[config.mk]
export PLATFORM = sky130hd
export DESIGN_NAME = cv32e40p_fetch_queue
export DESIGN_NICKNAME = d
export VERILOG_FILES = /design/src/rtl/cv32e40p_fetch_queue.sv
export SDC_FILE = /design/constraint.sdc
export NUM_CORES = 1
export LEC_CHECK = 0
export CORE_ASPECT_RATIO = 1.2
export CORE_MARGIN = 2
export CORE_UTILIZATION = 46
export CTS_CLUSTER_SIZE = 16
export DETAILED_ROUTE_END_ITERATION = 10
export PLACE_DENSITY_LB_ADDON = 0.08
export SYNTH_ARGS = -nofsm -noshare
export SYNTH_HDL_FRONTEND = slang
export SYNTH_SLANG_ARGS = --single-unit
[constraint.sdc]
create_clock -name clk -period 5 [get_ports clk]
set_clock_uncertainty 0.05 [all_clocks]
set_input_delay 1 -clock clk [delete_from_list [all_inputs] [get_ports clk]]
set_output_delay 1 -clock clk [all_outputs]
set_load 0.02 [all_outputs]
[src/rtl/cv32e40p_fetch_queue.sv]
// OBI instruction-fetch front end: issues sequential word fetches under a credit limit,
// buffers responses in a small FIFO and flushes/redirects on a branch.
module cv32e40p_fetch_queue #(
    parameter int unsigned DEPTH           = 2,
    parameter int unsigned MAX_OUTSTANDING = 2
) (
    input  logic        clk,
    input  logic        rst_n,
    input  logic        req_i,
    input  logic        branch_i,
    input  logic [31:0] branch_addr_i,
    input  logic        fetch_ready_i,
    output logic        fetch_valid_o,
    output logic [31:0] fetch_rdata_o,
    output logic        instr_req_o,
    output logic [31:0] instr_addr_o,
    input  logic        instr_gnt_i,
    input  logic        instr_rvalid_i,
    input  logic [31:0] instr_rdata_i,
    input  logic        instr_err_i,
    output logic        busy_o
);

    localparam int unsigned   CW       = $clog2(DEPTH + 2);
    localparam int unsigned   AW       = $clog2(DEPTH);
    localparam logic [CW-1:0] DEPTH_C  = CW'(DEPTH);
    localparam logic [CW-1:0] MAX_C    = CW'(MAX_OUTSTANDING);
    localparam logic [AW-1:0] LAST_PTR = AW'(DEPTH - 1);

    typedef enum logic [1:0] {
        IDLE,
        WAIT_GNT,
        WAIT_GNT_STALE
    } state_e;

    state_e        state_q, state_d;
    logic [31:0]   fetch_addr_q, fetch_addr_d;
    logic [31:0]   req_addr_q, req_addr_d;
    logic [CW-1:0] out_cnt_q, out_cnt_d;
    logic [CW-1:0] discard_q, discard_d;
    logic [CW-1:0] fifo_cnt_q;
    logic [AW-1:0] rd_ptr_q, wr_ptr_q;
    logic [31:0]   fifo_mem [DEPTH];

    logic [31:0]   branch_target;
    logic [31:0]   bus_addr;
    logic          bus_req;
    logic          grant;
    logic          can_req;
    logic [CW:0]   credit_used;
    logic          resp_keep;
    logic          fifo_empty;
    logic          push;
    logic          pop;
    logic          valid_int;
    logic [31:0]   rdata_int;
    logic          unused_inputs;

    assign unused_inputs = ^{instr_err_i, branch_addr_i[1:0]};

    assign branch_target = {branch_addr_i[31:2], 2'b00};
    assign credit_used   = {1'b0, fifo_cnt_q} + {1'b0, out_cnt_q};
    assign can_req       = req_i && (out_cnt_q < MAX_C) && (credit_used < {1'b0, DEPTH_C});
    assign grant         = bus_req && instr_gnt_i;

    function automatic logic [AW-1:0] ptr_inc(input logic [AW-1:0] p);
        return (p == LAST_PTR) ? '0 : p + AW'(1);
    endfunction

    // Request FSM: an ungranted request keeps its address on the bus even across a branch
    always_comb begin
        state_d      = state_q;
        fetch_addr_d = fetch_addr_q;
        req_addr_d   = req_addr_q;
        bus_req      = 1'b0;
        bus_addr     = req_addr_q;
        case (state_q)
            IDLE: begin
                bus_req  = can_req;
                bus_addr = branch_i ? branch_target : fetch_addr_q;
                if (bus_req) begin
                    if (instr_gnt_i) begin
                        fetch_addr_d = bus_addr + 32'd4;
                    end else begin
                        state_d    = WAIT_GNT;
                        req_addr_d = bus_addr;
                    end
                end else if (branch_i) begin
                    fetch_addr_d = branch_target;
                end
            end
            WAIT_GNT: begin
                bus_req = 1'b1;
                if (branch_i) begin
                    fetch_addr_d = branch_target;
                    state_d      = instr_gnt_i ? IDLE : WAIT_GNT_STALE;
                end else if (instr_gnt_i) begin
                    state_d      = IDLE;
                    fetch_addr_d = req_addr_q + 32'd4;
                end
            end
            WAIT_GNT_STALE: begin
                bus_req = 1'b1;
                if (branch_i) begin
                    fetch_addr_d = branch_target;
                end
                if (instr_gnt_i) begin
                    state_d = IDLE;
                end
            end
            default: state_d = IDLE;
        endcase
    end

    // On a branch every transaction already on the bus (plus one granted now from a wait state) is stale
    always_comb begin
        out_cnt_d = out_cnt_q;
        if (grant) begin
            out_cnt_d = out_cnt_d + CW'(1);
        end
        if (instr_rvalid_i && out_cnt_q != '0) begin
            out_cnt_d = out_cnt_d - CW'(1);
        end
        discard_d = discard_q;
        if (branch_i) begin
            discard_d = out_cnt_q;
            if (grant && state_q != IDLE) begin
                discard_d = discard_d + CW'(1);
            end
            if (instr_rvalid_i && discard_d != '0) begin
                discard_d = discard_d - CW'(1);
            end
        end else begin
            if (grant && state_q == WAIT_GNT_STALE) begin
                discard_d = discard_d + CW'(1);
            end
            if (instr_rvalid_i && discard_q != '0) begin
                discard_d = discard_d - CW'(1);
            end
        end
    end

    always_ff @(posedge clk or negedge rst_n) begin
        if (!rst_n) begin
            state_q      <= IDLE;
            fetch_addr_q <= '0;
            req_addr_q   <= '0;
            out_cnt_q    <= '0;
            discard_q    <= '0;
        end else begin
            state_q      <= state_d;
            fetch_addr_q <= fetch_addr_d;
            req_addr_q   <= req_addr_d;
            out_cnt_q    <= out_cnt_d;
            discard_q    <= discard_d;
        end
    end

    assign fifo_empty = (fifo_cnt_q == '0);
    assign resp_keep  = instr_rvalid_i && (discard_q == '0) && !branch_i;
    assign valid_int  = !branch_i && (!fifo_empty || resp_keep);
    assign rdata_int  = fifo_empty ? instr_rdata_i : fifo_mem[rd_ptr_q];
    assign pop        = !fifo_empty && fetch_ready_i && !branch_i;
    assign push       = resp_keep && !(fifo_empty && fetch_ready_i);

    always_ff @(posedge clk or negedge rst_n) begin
        if (!rst_n) begin
            fifo_cnt_q <= '0;
            rd_ptr_q   <= '0;
            wr_ptr_q   <= '0;
        end else if (branch_i) begin
            fifo_cnt_q <= '0;
            rd_ptr_q   <= '0;
            wr_ptr_q   <= '0;
        end else begin
            if (push) begin
                wr_ptr_q <= ptr_inc(wr_ptr_q);
            end
            if (pop) begin
                rd_ptr_q <= ptr_inc(rd_ptr_q);
            end
            if (push && !pop) begin
                fifo_cnt_q <= fifo_cnt_q + CW'(1);
            end else if (pop && !push) begin
                fifo_cnt_q <= fifo_cnt_q - CW'(1);
            end
        end
    end

    always_ff @(posedge clk) begin
        if (push) begin
            fifo_mem[wr_ptr_q] <= instr_rdata_i;
        end
    end

    // Outputs are held at zero while reset is asserted, whatever the inputs do
    assign instr_req_o   = rst_n && bus_req;
    assign instr_addr_o  = rst_n ? bus_addr : '0;
    assign fetch_valid_o = rst_n && valid_int;
    assign fetch_rdata_o = rst_n ? rdata_int : '0;
    assign busy_o        = rst_n && ((out_cnt_q != '0) || bus_req);

    always @(posedge clk) begin
        if (rst_n && instr_rvalid_i) begin
            assert (out_cnt_q != '0);
        end
        if (rst_n && push && !pop) begin
            assert (fifo_cnt_q < DEPTH_C);
        end
    end

endmodule

==> flow_summary.ini <==
[outcome]
status = finished, final reports clean

[logic_synthesis]
synth_top_family_by_area = compound AO/OA/AOI/OAI gates
synth_seq_cells = 138
ys_top_cells_by_area = edfxtp_1, dfrtp_1, nand2_1
synthXorXnorAreaFrac_pct = 6.08
synth-edff-count = 64
netlist_area_um2 = 8930
synth-simple-area-share_pct = 18.1
synth.distinct_cells = 67
ys_warn_count = 0
yosys.area.top_type = edfxtp_1
synthCells = 944
yosys_most_used_dff = dfrtp_1
yosysSeqAreaShare_pct = 42.3
syn_avg_cell_area_um2 = 9.46
synthAdderAreaFrac_pct = 1.49
muxShareOfSynthArea_pct = 7.41
async_flop_share_pct = 53.6
syn-num-nets = 1026
synth_compound_area_share_pct = 20.5
synth_top_area_share_pct = 21.5

[worst_hold_path]
hp-start = fetch_addr_q[3]
hold_class = flop to flop
hold_path_depth = 2
hold_end = fetch_addr_q[3]

[drt]
drt_first_pass_iters = 6
top_layer_used = met4
wire_per_inst_um = 17.8
num_vias = 7517
drcViolationCount = 0
routed_wl_um = 23500
wl_met2_um = 11700
met1Wirelength_um = 10300
antenna_left = 0
drt_first_iter_violations = 439
via_per_inst = 5.70
met3WireLength_um = 1000

[placed_design]
place_area_um2 = 10500
port_buffers = 135
globalplace.congestion = 0.875
place_hpwl_um = 16300
dp_cells = 1286

[sta]
hold_ws_ns = 0.463
drv_slew = 0
fmax_mhz = 235
period_minus_slack_ns = 4.25
rsz0062_at_grt = no
hold_viol_final = 0
setup_viol_count_final = 0
fin_setup_tns_ns = 0
slew_headroom_pct = 21.4
tightestPinTransition_ns = 1.17
timing.final.crit_share_pct = 85.0

[critical_path]
crit_start = fifo_cnt_q[0]
r2r_slack_ns = 1.72
path_delay_family = simple AND/OR/NAND/NOR gates
crit_type = flop to output pin
worst-path-buf-inv = 2
worst_setup_path_start_kind = flop
max_stage_delay_ns = 0.59
crit_required_ns = 3.95
crit_chain = and2_1 -> fa_1 -> nor4b_2 -> buf_4 -> a21oi_1 -> nor3b_1 -> a21o_1 -> clkdlybuf4s50_1
arrival_ns = 3.20
ff2ff_path_depth = 9
critPathCaptureType = output pin
r2r-end = fetch_addr_q[29]
r2r_start = fifo_cnt_q[0]
crit_fanout = 6
cp_slowest_cell = clkdlybuf4s50_1

[global_routing]
grt_max_degree = 66
grt_pass1_vias = 7204
gr-total-overflow = 0
grt_antenna_before_repair = 0
grtUsageTotal_pct = 23.0
grt_pass1_wl_um = 37700

[cts]
cts_buffer_depth = 2
cts_buffers = 17
path_clk_slew_ns = 0.06
htreeDepth = 4
postCtsSetupBuffers = 0
clockRootBuffer = clkbuf_16
clkLatencyLatePin_ns = 0.42
tritoncts = done
cts_sinks = 138
cts_resized = 0
postCtsHoldBufs = 0

[job]
maxCapViolCount = 0

[floorplan]
start_util_pct = 47.2
core_area_um2 = 18900
ioPinCount = 139
die_y_um = 157
die_w_um = 131
die_area_um2 = 20500
num_rows = 55

[final_layout]
stdcell_area_um2 = 11100
fillers = 1694
fin_nets = 1131
final_cells = 1318
diodes = 0
layout-drive-gt1-share_pct = 7.53
area_growth_pct = 24.5

[pwr]
power.density_nw_per_um2 = 514
power.total_mw = 5.71
peakVddDrop_mv = 0.254
p_leak_nw = 4.52
-- synth_stat cells, drive strengths merged, types with 15 or more instances --
master,number
edfxtp,64
dfrtp,74
o211a,62
xnor2,34
nand3,31
nand4,16
nor3,15
o21ai,64
a21oi,32
inv,20
buf,22
nor2,33
xor2,28
mux2i,65
nand2,178
clkbuf,51
-- sequential cells by signal, summed over array words and instances, names as in the netlist --
| signal | cells |
|---|---|
| fifo_mem | 64 |
| fetch_addr_q | 32 |
| req_addr_q | 32 |
| discard_q | 2 |
| fifo_cnt_q | 2 |
| out_cnt_q | 2 |
| state_q | 2 |
| rd_ptr_q | 1 |
| wr_ptr_q | 1 |
-- stage by stage --
stage | setup slack, ns | util [%]
3_3_place_gp | 0.893 | 55.6
6_report | 0.752 | 58.7
5_1_grt | 0.604 | 58.7
3_5_place_dp | 0.875 | 55.6
4_1_cts | 0.723 | 58.7
2_1_floorplan | 0.113 | -
-- routing by layer --
metal / vias to the layer above / track usage (%)
met5: - / 0
met4: 0 / 7.87
met3: 34 / 3.21
met2: 217 / 41.4
met1: 3589 / 28.6
li1: 3677 / -
-- worst max path at each step --
stage                       endpoint  depth (start not counted)  slack [ns]
detailed placement  instr_addr_o[22]                          7        0.88
CTS                           busy_o                          8        0.72
global route                  busy_o                          8        0.60
floorplan             fifo_mem[0][0]                          7        0.11
global placement              busy_o                          7        0.89
finish                        busy_o                          8        0.75
-- where the power goes --
part / switching, mW / internal [mW]
registers: 0.340 / 1.49
clock network: 0.514 / 0.742
logic: 1.51 / 1.12
total: 2.37 / 3.34
-- cell usage in the layout (no fill, tap or decap), drive strengths merged, types with 28 or more instances in the layout --
master         count
xor2              28
nand3             31
o211a             62
nand2            178
o21ai             64
dfrtp             74
xnor2             34
a21oi             32
clkdlybuf4s50    133
mux2i             65
nor2              33
edfxtp            64
-- cell families (layout without fill, tap and decap cells) --
family | Yosys count | count (layout)
flip-flops | 138 | 138
multiplexers | 66 | 66
buffers and inverters | 93 | 211
adder cells (fa/ha/maj) | 10 | 10
AND/OR/NAND/NOR | 335 | 335
AO/OA/AOI/OAI | 240 | 240
XOR/XNOR | 62 | 62
-- layout make-up --
cell class / instances / area, um^2 / area share (%)
Timing Repair Buffer: 159 / 1540 / 13.8
Inverter: 20 / 75.1 / 0.676
Clock buffer: 17 / 425 / 3.83
Sequential cell: 138 / 3770 / 34.0
Tap cell: 256 / 320 / 2.88
Clock inverter: 15 / 161 / 1.45
Multi-Input combinational cell: 713 / 4820 / 43.3
-- worst min-delay path, stage by stage (launching register included) --
cell     delay, ns
dfrtp_1       0.37
inv_1         0.05
a21oi_1       0.05
(Power assumes the default switching activity.)
